<file path="config.mk">
export PLATFORM = sky130hd
export DESIGN_NAME = spi_flash_rd_seq_flat
export DESIGN_NICKNAME = d
export VERILOG_FILES = /design/src/rtl/spi_flash_rd_seq_if.sv /design/src/rtl/spi_flash_rd_seq.sv /design/src/flat_wrapper.sv
export SDC_FILE = /design/constraint.sdc
export NUM_CORES = 1
export LEC_CHECK = 0
export ABC_AREA = 1
export CAP_MARGIN = 20
export CORE_MARGIN = 5
export CORE_UTILIZATION = 25
export CTS_BUF_LIST = sky130_fd_sc_hd__clkbuf_2 sky130_fd_sc_hd__clkbuf_4 sky130_fd_sc_hd__clkbuf_8
export DETAILED_ROUTE_END_ITERATION = 10
export GPL_ROUTABILITY_DRIVEN = 0
export PLACE_DENSITY = 0.43
export REMOVE_ABC_BUFFERS = 1
export SLEW_MARGIN = 40
export SYNTH_ARGS = -nofsm -noshare
export SYNTH_HDL_FRONTEND = slang
export SYNTH_SLANG_ARGS = --single-unit
</file>
<file path="constraint.sdc">
create_clock -name wr_clk -period 2.6 [get_ports wr_clk]
set_clock_uncertainty 0.1 [all_clocks]
set_input_delay 0.65 -clock wr_clk [delete_from_list [all_inputs] [get_ports wr_clk]]
set_output_delay 0.65 -clock wr_clk [all_outputs]
set_load 0.01 [all_outputs]
</file>
<file path="src/rtl/spi_flash_rd_seq_if.sv">
// Signal bundle for spi_flash_rd_seq: read request/status, SPI flash pins and
// the 1-bit FIFO write port. The sequencer uses the slave modport.
interface spi_flash_rd_seq_if #(
  parameter int LEN_W = 16
);
  logic             start;
  logic [23:0]      addr;
  logic [LEN_W-1:0] len;
  logic             busy;
  logic             done;
  logic             overflow;
  logic             cs_n;
  logic             sck;
  logic             mosi;
  logic             miso;
  logic             fifo_wr_en;
  logic             fifo_wr_data;
  logic             fifo_full;
  logic             fifo_almost_full;

  modport slave (
    input  start, addr, len, miso, fifo_full, fifo_almost_full,
    output busy, done, overflow, cs_n, sck, mosi, fifo_wr_en, fifo_wr_data
  );

  modport master (
    output start, addr, len, miso, fifo_full, fifo_almost_full,
    input  busy, done, overflow, cs_n, sck, mosi, fifo_wr_en, fifo_wr_data
  );
endinterface

</file>
<file path="src/rtl/spi_flash_rd_seq.sv">
// SPI flash (mode 0) read sequencer: command, 24-bit address, optional dummy
// cycles, then len bytes streamed MSB-first into a 1-bit FIFO write port.
// Define FAST_READ_EN for command 0x0B with DUMMY_CYC dummy clocks; otherwise 0x03.
module spi_flash_rd_seq #(
  parameter int HALF      = 2,
  parameter int LEN_W     = 16,
  parameter int DUMMY_CYC = 8
) (
  input logic               wr_clk,
  input logic               rst_n,
  spi_flash_rd_seq_if.slave bus
);

`ifdef FAST_READ_EN
  localparam logic [7:0] RD_CMD  = 8'h0B;
  localparam int         N_DUMMY = DUMMY_CYC;
`else
  localparam logic [7:0] RD_CMD  = 8'h03;
  localparam int         N_DUMMY = 0;
`endif

  localparam int DIV_W = (HALF > 1) ? $clog2(HALF) : 1;

  localparam logic [3:0] S_IDLE     = 4'd0;
  localparam logic [3:0] S_CS_SETUP = 4'd1;
  localparam logic [3:0] S_CMD      = 4'd2;
  localparam logic [3:0] S_ADDR     = 4'd3;
  localparam logic [3:0] S_DUMMY    = 4'd4;
  localparam logic [3:0] S_DATA     = 4'd5;
  localparam logic [3:0] S_PAUSE    = 4'd6;
  localparam logic [3:0] S_CS_HOLD  = 4'd7;
  localparam logic [3:0] S_DONE     = 4'd8;

  logic [3:0]       r_state;
  logic [DIV_W-1:0] r_div_cnt;
  logic [7:0]       r_bit_cnt;
  logic [LEN_W-1:0] r_byte_cnt;
  logic [31:0]      r_shift;
  logic             r_sck;
  logic             r_cs_n;
  logic             r_mosi;
  logic             r_busy;
  logic             r_done;
  logic             r_overflow;
  logic             r_wr_en;
  logic             r_wr_data;

  logic w_sck_phase;
  logic w_timed;
  logic w_div_wrap;
  logic w_rise;
  logic w_fall;

  assign w_sck_phase = (r_state == S_CMD) || (r_state == S_ADDR) ||
                       (r_state == S_DUMMY) || (r_state == S_DATA);
  // CS setup/hold reuse the half-period divider as their delay timer.
  assign w_timed     = w_sck_phase || (r_state == S_CS_SETUP) || (r_state == S_CS_HOLD);
  assign w_div_wrap  = (r_div_cnt == DIV_W'(HALF - 1));
  assign w_rise      = w_sck_phase && w_div_wrap && !r_sck;
  assign w_fall      = w_sck_phase && w_div_wrap && r_sck;

  // NOTE: all state below is updated with non-blocking assignments so every
  // register sees pre-edge values, independent of statement order.
  always_ff @(posedge wr_clk or negedge rst_n) begin
    if (!rst_n) begin
      r_state    <= S_IDLE;
      r_div_cnt  <= '0;
      r_bit_cnt  <= '0;
      r_byte_cnt <= '0;
      r_shift    <= '0;
      r_sck      <= 1'b0;
      r_cs_n     <= 1'b1;
      r_mosi     <= 1'b0;
      r_busy     <= 1'b0;
      r_done     <= 1'b0;
      r_overflow <= 1'b0;
      r_wr_en    <= 1'b0;
      r_wr_data  <= 1'b0;
    end else begin
      r_wr_en <= 1'b0;
      r_done  <= 1'b0;

      // The FIFO drops a push while full; remember that it happened.
      if (r_wr_en && bus.fifo_full) r_overflow <= 1'b1;

      if (w_timed) r_div_cnt <= w_div_wrap ? '0 : r_div_cnt + DIV_W'(1);
      else         r_div_cnt <= '0;

      if (w_sck_phase && w_div_wrap) r_sck <= ~r_sck;

      case (r_state)
        S_IDLE: begin
          if (bus.start) begin
            r_overflow <= 1'b0;
            r_busy     <= 1'b1;
            r_shift    <= {RD_CMD, bus.addr};
            r_byte_cnt <= bus.len;
            r_bit_cnt  <= '0;
            if (bus.len == '0) begin
              r_state <= S_DONE;
            end else begin
              r_state <= S_CS_SETUP;
              r_cs_n  <= 1'b0;
              r_mosi  <= RD_CMD[7];
            end
          end
        end

        S_CS_SETUP: if (w_div_wrap) r_state <= S_CMD;

        S_CMD: begin
          if (w_fall) begin
            r_shift <= {r_shift[30:0], 1'b0};
            r_mosi  <= r_shift[30];
            if (r_bit_cnt == 8'd7) begin
              r_bit_cnt <= '0;
              r_state   <= S_ADDR;
            end else begin
              r_bit_cnt <= r_bit_cnt + 8'd1;
            end
          end
        end

        S_ADDR: begin
          if (w_fall) begin
            // After the last address bit the shifter is empty, so mosi drops to 0.
            r_shift <= {r_shift[30:0], 1'b0};
            r_mosi  <= r_shift[30];
            if (r_bit_cnt == 8'd23) begin
              r_bit_cnt <= '0;
              r_state   <= (N_DUMMY != 0) ? S_DUMMY : S_DATA;
            end else begin
              r_bit_cnt <= r_bit_cnt + 8'd1;
            end
          end
        end

        S_DUMMY: begin
          if (w_fall) begin
            if (r_bit_cnt == 8'(N_DUMMY - 1)) begin
              r_bit_cnt <= '0;
              r_state   <= S_DATA;
            end else begin
              r_bit_cnt <= r_bit_cnt + 8'd1;
            end
          end
        end

        S_DATA: begin
          if (w_rise) begin
            r_wr_en   <= 1'b1;
            r_wr_data <= bus.miso;
          end
          if (w_fall) begin
            if (r_bit_cnt == 8'd7) begin
              r_bit_cnt  <= '0;
              r_byte_cnt <= r_byte_cnt - LEN_W'(1);
              if (r_byte_cnt == LEN_W'(1)) r_state <= S_CS_HOLD;
              else if (bus.fifo_almost_full) r_state <= S_PAUSE;
            end else begin
              r_bit_cnt <= r_bit_cnt + 8'd1;
            end
          end
        end

        S_PAUSE: if (!bus.fifo_almost_full) r_state <= S_DATA;

        S_CS_HOLD: begin
          if (w_div_wrap) begin
            r_cs_n  <= 1'b1;
            r_state <= S_DONE;
          end
        end

        S_DONE: begin
          r_done  <= 1'b1;
          r_busy  <= 1'b0;
          r_state <= S_IDLE;
        end

        default: r_state <= S_IDLE;
      endcase
    end
  end

  assign bus.busy         = r_busy;
  assign bus.done         = r_done;
  assign bus.overflow     = r_overflow;
  assign bus.cs_n         = r_cs_n;
  assign bus.sck          = r_sck;
  assign bus.mosi         = r_mosi;
  assign bus.fifo_wr_en   = r_wr_en;
  assign bus.fifo_wr_data = r_wr_data;

endmodule

</file>
<file path="src/flat_wrapper.sv">
// flat-port wrapper written by rule: the top's interface ports become plain ports
module spi_flash_rd_seq_flat 
#(
  parameter int HALF      = 2,
  parameter int LEN_W     = 16,
  parameter int DUMMY_CYC = 8
)
  (wr_clk, rst_n, bus_start, bus_addr, bus_len, bus_miso, bus_fifo_full, bus_fifo_almost_full, bus_busy, bus_done, bus_overflow, bus_cs_n, bus_sck, bus_mosi, bus_fifo_wr_en, bus_fifo_wr_data);
  spi_flash_rd_seq_if #(.LEN_W(LEN_W)) bus_i ();
  input logic wr_clk;
  input logic rst_n;
  input wire logic [$bits(bus_i.start)-1:0] bus_start;
  input wire logic [$bits(bus_i.addr)-1:0] bus_addr;
  input wire logic [$bits(bus_i.len)-1:0] bus_len;
  input wire logic [$bits(bus_i.miso)-1:0] bus_miso;
  input wire logic [$bits(bus_i.fifo_full)-1:0] bus_fifo_full;
  input wire logic [$bits(bus_i.fifo_almost_full)-1:0] bus_fifo_almost_full;
  output wire logic [$bits(bus_i.busy)-1:0] bus_busy;
  output wire logic [$bits(bus_i.done)-1:0] bus_done;
  output wire logic [$bits(bus_i.overflow)-1:0] bus_overflow;
  output wire logic [$bits(bus_i.cs_n)-1:0] bus_cs_n;
  output wire logic [$bits(bus_i.sck)-1:0] bus_sck;
  output wire logic [$bits(bus_i.mosi)-1:0] bus_mosi;
  output wire logic [$bits(bus_i.fifo_wr_en)-1:0] bus_fifo_wr_en;
  output wire logic [$bits(bus_i.fifo_wr_data)-1:0] bus_fifo_wr_data;
  assign bus_i.start = bus_start;
  assign bus_i.addr = bus_addr;
  assign bus_i.len = bus_len;
  assign bus_i.miso = bus_miso;
  assign bus_i.fifo_full = bus_fifo_full;
  assign bus_i.fifo_almost_full = bus_fifo_almost_full;
  assign bus_busy = bus_i.busy;
  assign bus_done = bus_i.done;
  assign bus_overflow = bus_i.overflow;
  assign bus_cs_n = bus_i.cs_n;
  assign bus_sck = bus_i.sck;
  assign bus_mosi = bus_i.mosi;
  assign bus_fifo_wr_en = bus_i.fifo_wr_en;
  assign bus_fifo_wr_data = bus_i.fifo_wr_data;
  spi_flash_rd_seq #(.HALF(HALF), .LEN_W(LEN_W), .DUMMY_CYC(DUMMY_CYC)) u_core (.wr_clk(wr_clk), .rst_n(rst_n), .bus(bus_i));
endmodule
</file>
# Word-level counts from Yosys, hierarchy flattened
# Cells that the tools add are included.
[word_totals] ff_bits=68 inputBits=46 output_inout_bits=8
[classes] reduce_logical=27 n_bitwise=1 eq_ne=28 n_addsub=3 muxes=47
[ops] op="$mux 31" count=2
[ops] op="$pmux 31 s2" count=1
[ops] op="$mux 4" count=15
[ops] op="$mux 8" count=7
[ops] op="$mux 16" count=3
[ops] op="$pmux 16 s2" count=1
[ops] op="$pmux 4 s8" count=1
[ops] op="$pmux 8 s4" count=1
[ops] op="$eq 16x1->1 const B" count=1
[ops] op="$eq 4x3->1 const B" count=4
[ops] op="$logic_not 16->1" count=1
[ops] op="$ne 2x1->1 const B" count=8
[ops] op="$sub 16x1->16 const B" count=1
[ops] op="$ne 2x2->1 const B" count=7
[ops] op="$mux 1" count=13
[ops] op="$reduce_and 13->1" count=1
[ops] op="$reduce_and 4->1" count=3
[ops] op="$add 8x1->8 const B" count=1
[ops] op="$eq 4x2->1 const B" count=2
[ops] op="$eq 8x3->1 const B" count=1
[ops] op="$eq 8x5->1 const B" count=1
[ops] op="$eq 8x8->1 const B" count=1
[ops] op="$reduce_bool 2->1" count=4
[ops] op="$pmux 1 s2" count=3
[ops] op="other kinds (14)" count=23

# Depth between registers and ports, before layout
# Gate-level depths: netlist of the first run.
[logic_depth] word_depth=8 mapped_depth=11 mapped_depth_nobuf=10

# Least setup slack after synthesis of the first run
# Ideal clock, no wire load.
[synth_path] path_type="register -> register" from="register u_core.r_bit_cnt[0]" to="register u_core.r_byte_cnt[13]" required_time_ns=2.381 setup_ns=0.119 stages_incl_launch_ff=11 slack_ns=0.977 t_arrival_ns=1.405 n_path_buf=0 period_less_slack_ns=1.623 cell_sequence="dfrtp_1 > ha_1 > nand2_1 > nor2_1 > nand3_1 > nand2_1 > nand2_1 > nor2_4 > inv_1 > o21ai_1 > nand2_1"
[synth_via] elab_chain_len=3
[synth_rtl] element="start, declared" line="spi_flash_rd_seq.sv:36" text="logic [7:0] r_bit_cnt;"
[synth_rtl] element="start signal, assigned" line="spi_flash_rd_seq.sv:119" text="r_bit_cnt <= r_bit_cnt + 8'd1;"
[synth_rtl] element="start signal, assigned" line="spi_flash_rd_seq.sv:133" text="r_bit_cnt <= r_bit_cnt + 8'd1;"
[synth_rtl] element="start signal, assigned" line="spi_flash_rd_seq.sv:144" text="r_bit_cnt <= r_bit_cnt + 8'd1;"
[synth_rtl] element="$eq 8x3->1" line="spi_flash_rd_seq.sv:155" text="if (r_bit_cnt == 8'd7) begin"
[synth_rtl] element="$ne 2x2->1 (no line)"
[synth_rtl] element="$reduce_and 4->1 (no line)"
[synth_rtl] element="end signal, assigned" line="spi_flash_rd_seq.sv:97" text="r_byte_cnt <= bus.len;"
[synth_rtl] element="end signal, assigned" line="spi_flash_rd_seq.sv:157" text="r_byte_cnt <= r_byte_cnt - LEN_W'(1);"
[synth_rtl] element="end, declared" line="spi_flash_rd_seq.sv:37" text="logic [LEN_W-1:0] r_byte_cnt;"
# No other way between the ends.
# A chain may end at the register's enable or synchronous reset.

# Final worst setup path of the first run
[layout_path] from="register u_core.r_cs_n (netlist: u_core.bus.cs_n)" to="output bus_cs_n"
[layout_rtl] element="start, declared" line="spi_flash_rd_seq.sv:40" text="logic r_cs_n;"
[layout_rtl] element="start signal, assigned" line="spi_flash_rd_seq.sv:72" text="r_cs_n <= 1'b1;"
[layout_rtl] element="start signal, assigned" line="spi_flash_rd_seq.sv:103" text="r_cs_n <= 1'b0;"
[layout_rtl] element="start signal, assigned" line="spi_flash_rd_seq.sv:170" text="r_cs_n <= 1'b1;"
[layout_rtl] element="end, declared" line="flat_wrapper.sv:21" text="output wire logic [$bits(bus_i.cs_n)-1:0] bus_cs_n;"
# No word-level cell between the ends.

==> out/metrics.csv, run 1 <==
metric,value,unit
drt total wl,10500,µm
antenna-violating nets left,0,
routed vias/inst,4.42,
"Setup violations, final",0,
clk buf depth,2,
"commonest non-fill, non-tap cell in the layout",nand2_1,
WHS,0.202,ns
Max Cap Viol,0,
Root Driver,clkbuf_8,
core area,15800,µm²
mapped cell area,4000,µm²
slowest cell delay on critical path,0.54,ns
all-layer global routing usage,0.119,
1st-pass router iterations,4,
Worst Path Arrival,1.43,ns
simple-gate share of the synthesized area,0.332,
status,"complete, no violations",
detailed placer's ending HPWL,7470,µm
Hold Fails Final Rpt,0,
die height,136,µm
"Slew Viols, Final",0,
Synth Area in Adders,0.00939,
top cell type's share of synthesized area,0.419,
CP endpoint,bus_cs_n,
slew margin rel.,0.676,
crit end category,output pin,
total power,4.90,mW
Setup TNS,0,ns
P_leak,2.35,nW
mean area per synthesized cell,7.08,µm²
Mapped Cells,565,
Overflow after GRT,0,
Yosys top cell by area,dfrtp_1,
# diodes,0,
cts bufs inserted,9,
Layout fillers,1728,
CTS clock-pin slew for the worst setup and hold paths,0.08,ns
min Tclk post-route,2.18,ns
"FF+latch count, synth",68,
worst hold path type,primary input to asynchronous set/reset pin,
hold-fix buffers at CTS,0,
largest family of logic cells by synthesized area,simple AND/OR/NAND/NOR gates,
total I/O pin count,54,
post-synthesis mux area share,0,
WL per Instance,12.5,µm
initial antenna violation count,0,
Area Overhead vs Synth,23.6,%
R2R Path End,u_core.r_byte_cnt[11],
Worst IR Drop VDD,0.349,mV
worst-path cell chain,clkdlybuf4s50_1,
Clock Latency Late Sink,0.36,ns
worst slew pin tran,0.485,ns
CTS tree,done,
RSZ-0062 raised after global routing,false,
Critical Path Source,u_core.bus.cs_n,
maximum fanout count along the critical path,2,
# nets final,669,
Power Density,993,nW/µm²
Rows,46,
Post-CTS Resized,0,
die area,18600,µm²
cells taking the most area after synthesis,"dfrtp_1, nand2_1, o21ai_0",
worst-case reg-to-reg path depth,11,
Synth Area in XOR/XNOR,0.0131,
Crit-path slowest cell,dfstp_2,
Vias,3719,
most frequent cells in the layout,"nand2_1, dfrtp_1, inv_1",
count of input and output buffers,53,
DRC,0,
top cell family by delay on the critical path,flip-flops,
complex-gate fraction of the synthesized area,0.125,
Fmax,0.459,GHz
fraction of layout cells with a size suffix above 1,0.0800,
Critical Path RT,1.85,ns
CP Launch Type,register,
DR iter-0 viols,242,
worst r2r src,u_core.r_bit_cnt[0],
H-tree depth,3,
synth warn,0,
Critical path buffers and inverters,1,
sequential cell area fraction in the yosys report,0.426,
Crit path depth,1,
"Setup Fix Bufs, Post-CTS",0,
maximum number of pins on one net before global-route repair,69,
vias in the first global route,3636,
Initial Util,0.253,
clk sink count,68,
"Distinct cells, synth",33,
reg2reg setup slack,0.53,ns
first-pass GRT wire length,17700,µm
kind of critical path,register to output pin,
Die W,136,µm
Final period util,0.838,
[final cells by class]
type                       instances  area, µm²  area share
timing repair buffer              60        603       0.122
clock buffer                      12        165      0.0334
inverter                          69        259      0.0524
tap                              216        270      0.0547
clock inverter                     4       22.5     0.00456
sequential                        68       1700       0.345
multi-input combinational        412       1920       0.388
[routing by layer]
metal,vias to the layer above,GRT usage,part of all wire
met5,-,0,0
met4,0,0.0554,0.026
met3,18,0.0241,0.051
met2,86,0.187,0.45
met1,1700,0.157,0.48
li1,1915,-,-
[sequential cells by signal, indices dropped and copies added (netlist names)]
name,cells
u_core.bus.busy,1
u_core.bus.cs_n,1
u_core.bus.done,1
u_core.bus.fifo_wr_data,1
u_core.bus.fifo_wr_en,1
u_core.bus.mosi,1
u_core.bus.overflow,1
u_core.bus.sck,1
u_core.r_bit_cnt,8
u_core.r_byte_cnt,16
u_core.r_div_cnt,1
u_core.r_shift,31
u_core.r_state,4
[synthesized netlist by cell type]
library cell / n
a21boi_0: 1
a21oi_1: 7
a22oi_1: 1
a31oi_1: 1
buf_2: 4
buf_4: 2
buf_6: 6
clkbuf_1: 4
dfrtp_1: 67
dfstp_2: 1
ha_1: 3
inv_1: 64
inv_2: 5
nand2_1: 188
nand2_2: 3
nand2_4: 1
nand3_1: 43
nand3_2: 2
nand3b_1: 1
nand4_1: 10
nand4_2: 1
nor2_1: 48
nor2_2: 6
nor2_4: 3
nor3_1: 2
o211ai_1: 8
o21ai_0: 55
o21ai_1: 17
o21ai_2: 2
o22ai_1: 1
or2_2: 2
xnor2_1: 3
xor2_1: 3
[logic make-up (layout without fill, tap and decap cells)]
kind of cell	after synthesis	count (layout)
AOI/OAI and AO/OA	93	93
xor gates and xnor gates	6	6
adders and majority gates	3	3
buffers and inverters	85	145
DFF	68	68
and+or+nand+nor	310	310
[worst min-delay path by stage]
stage                             from              endpoint  slack [ns]  cells after the start
finish                           rst_n  u_core.r_byte_cnt[9]        0.20                      2
global route                     rst_n  u_core.r_byte_cnt[9]        0.24                      2
CTS                              rst_n  u_core.r_byte_cnt[6]        0.22                      2
detailed placement  u_core.r_shift[30]    u_core.r_shift[30]        0.37                      2
global placement    u_core.r_shift[25]    u_core.r_shift[25]        0.36                      2
floorplan                        rst_n       u_core.bus.busy        0.25                      0
[power by group]
group	internal, mW	switching [mW]	leakage [nW]	total (mW)
logic	0.789	1.52	1.39	2.30
clock network	0.420	0.433	0.0982	0.853
registers	1.47	0.277	0.859	1.75
[through the flow]
step / area (µm²) / cells / setup WS [ns] / utilization
5_1_grt: 4940 / 841 / 0.351 / 0.313
6_report: 4940 / 841 / 0.421 / 0.313
3_3_place_gp: 4750 / 825 / 0.259 / 0.301
4_1_cts: 4940 / 841 / 0.374 / 0.313
3_5_place_dp: 4750 / 825 / 0.270 / 0.301
2_1_floorplan: 3880 / 549 / 0.194 / -
(Power assumes the default switching activity.)
==> inputs of run 2 (changes only) <==
Settings changed: PLACE_DENSITY 0.43 to 0.44.
Clock period 2.6 ns to 1.77 ns, I/O delays scaled along.
==> out/metrics.csv, run 2 (synthesis gave the netlist of run 1 again) <==
metric,value,unit,change
status,"finished, violations left",,"was complete, no violations"
failing checks,setup timing,,
Worst IR Drop VDD,0.462,mV,was 0.349 mV
DRC,0,,unchanged
slew margin rel.,0.640,,was 0.676
Final Non-Filler Cells,924,,was 841
worst slack at placement,-0.251,ns,was 0.270 ns
all-layer global routing usage,0.127,,was 0.119
# diodes,0,,unchanged
Overflow after GRT,0,,unchanged
CTS tree,done,,unchanged
DR iter-0 viols,121,,was 242
Setup TNS,-0.647,ns,was 0 ns
CP Launch Type,register,,unchanged
Largest regs,"u_core.r_shift x31, u_core.r_byte_cnt x16, u_core.r_bit_cnt x8",,unchanged
Largest register FFs,31,,unchanged
Die W,136,µm,unchanged
Final WS setup,-0.0419,ns,was 0.421 ns
Largest Register,u_core.r_shift,,unchanged
"commonest non-fill, non-tap cell in the layout",nand2_1,,unchanged
Hold Fails Final Rpt,0,,unchanged
Multi-input gate area,2300,µm²,was 1920 µm²
Power Density,1530,nW/µm²,was 993 nW/µm²
kind of critical path,register to register,,was register to output pin
Rows,46,,unchanged
WL per Instance,12.6,µm,was 12.5 µm
crit end category,register,,was output pin
total I/O pin count,54,,unchanged
RSZ-0062 raised after global routing,true,,was false
most frequent cells in the layout,"nand2_1, buf_4, dfrtp_1",,"was nand2_1, dfrtp_1, inv_1"
drt total wl,11700,µm,was 10500 µm
Max Cap Viol,0,,unchanged
min Tclk post-route,1.81,ns,
vias in the first global route,3997,,was 3636
Crit-path slowest cell,dfrtp_2,,was dfstp_2
die area,18600,µm²,unchanged
detailed placer's ending HPWL,8360,µm,was 7470 µm
Final period util,1.02,,
Vias,4095,,was 3719
Area Overhead vs Synth,53.6,%,was 23.6%
maximum number of pins on one net before global-route repair,47,,was 69
"Setup violations, final",28,,was 0
Layout fillers,1678,,was 1728
worst slew pin tran,0.540,ns,was 0.485 ns
clk sink count,68,,unchanged
Worst Path Arrival,2.01,ns,was 1.43 ns
P_leak,2.99,nW,was 2.35 nW
worst-path cell chain,buf_6 -> inv_4 -> nor2_4 -> nand2_4 -> nand3_4 -> nand4_4 -> nand2_8 -> clkbuf_16 -> nand2_2 -> o21ai_1,,was clkdlybuf4s50_1
Fmax,0.552,GHz,
cts bufs inserted,9,,unchanged
Reg area,1710,µm²,was 1700 µm²
Critical Path RT,1.96,ns,was 1.85 ns
core area,15800,µm²,unchanged
Clock Latency Late Sink,0.36,ns,about the same
antenna-violating nets left,0,,unchanged
maximum fanout count along the critical path,8,,was 2
count of input and output buffers,53,,unchanged
reg2reg setup slack,-0.04,ns,was 0.53 ns
CTS clock-pin slew for the worst setup and hold paths,0.08,ns,about the same
worst hold path type,register to register,,was primary input to asynchronous set/reset pin
routed vias/inst,4.43,,was 4.42
H-tree depth,3,,unchanged
first-pass GRT wire length,18900,µm,was 17700 µm
Initial Util,0.253,,unchanged
1st-pass router iterations,4,,unchanged
Root Driver,clkbuf_8,,unchanged
Placed Cells,890,,was 825
die height,136,µm,unchanged
# nets final,753,,was 669
clk buf depth,2,,unchanged
fraction of layout cells with a size suffix above 1,0.298,,was 0.0800
slowest cell delay on critical path,0.44,ns,was 0.54 ns
initial antenna violation count,0,,unchanged
"Slew Viols, Final",0,,unchanged
==> run 2: cell count changes in the layout (fill, tap and decap cells not counted), moves of 8 or more <==
cell and delta:
nand2_1 -38, nor2_4 +8, nand2_4 +10, dlygate4sd2_1 +8, buf_6 +9, clkdlybuf4s50_1 -8
buf_4 +64, nand3_1 -9, nand2_2 +29, o21ai_0 -22, o21ai_2 +15
==> run 2: metal layers <==
metal | track usage | vias up | share of wire
li1 | - | 2100 | -
met1 | 0.168 | 1910 | 0.46
met2 | 0.205 | 72 | 0.49
met3 | 0.0252 | 13 | 0.035
met4 | 0.0493 | 0 | 0.015
met5 | 0 | - | 0
==> run 2: what timing repair did <==
item | 4_1_cts | 5_1_grt
endpoints found under the hold margin | 15 | 0
hold buffers | 1 | 0
cloned | 1 | 4
endpoints found under the setup margin | 66 | 60
buffers inserted | 2 | 11
resized for setup | 34 | 117
pin swaps | 6 | 24
==> run 2: power breakdown <==
group | internal [mW] | switching [mW]
Clock | 0.977 | 0.667
Combinational | 2.22 | 3.01
Sequential | 2.16 | 0.373
==> run 2: critical path, delay by kind of cell (launching register included) <==
kind | cells | cell delay [ns]
buf+inv | 3 | 0.33
flops | 1 | 0.44
simple gates | 6 | 0.79
compound gates | 1 | 0.07
==> run 2: final cells by class <==
class,instances,share of cell area
Clock buffer,10,0.0224
Clock inverter,5,0.0175
Inverter,69,0.0446
Multi-Input combinational cell,414,0.375
Sequential cell,68,0.278
Tap cell,216,0.0440
Timing Repair Buffer,142,0.219
==> run 2: final timing paths <==
check,cells past startpoint,to,from
min in group asynchronous,2,u_core.r_shift[1],rst_n
hold reg to reg,2,u_core.r_shift[24],u_core.r_shift[24]
setup / recovery,10,u_core.r_shift[10],u_core.r_state[2]
max in group asynchronous,3,u_core.r_state[3],rst_n
hold / removal,2,u_core.r_shift[24],u_core.r_shift[24]
setup reg to reg,10,u_core.r_shift[10],u_core.r_state[2]
==> run 2: stage by stage <==
| stage | util | total power [mW] | hold slack [ns] | area, µm² |
|---|---|---|---|---|
| 2_1_floorplan | - | 4.87 | 0.0469 | 3880 |
| 3_3_place_gp | 0.336 | 6.55 | 0.351 | 5290 |
| 3_5_place_dp | 0.336 | 6.62 | 0.358 | 5290 |
| 4_1_cts | 0.358 | 8.44 | 0.386 | 5640 |
| 5_1_grt | 0.389 | 10.2 | 0.415 | 6140 |
| 6_report | 0.389 | 9.41 | 0.381 | 6140 |
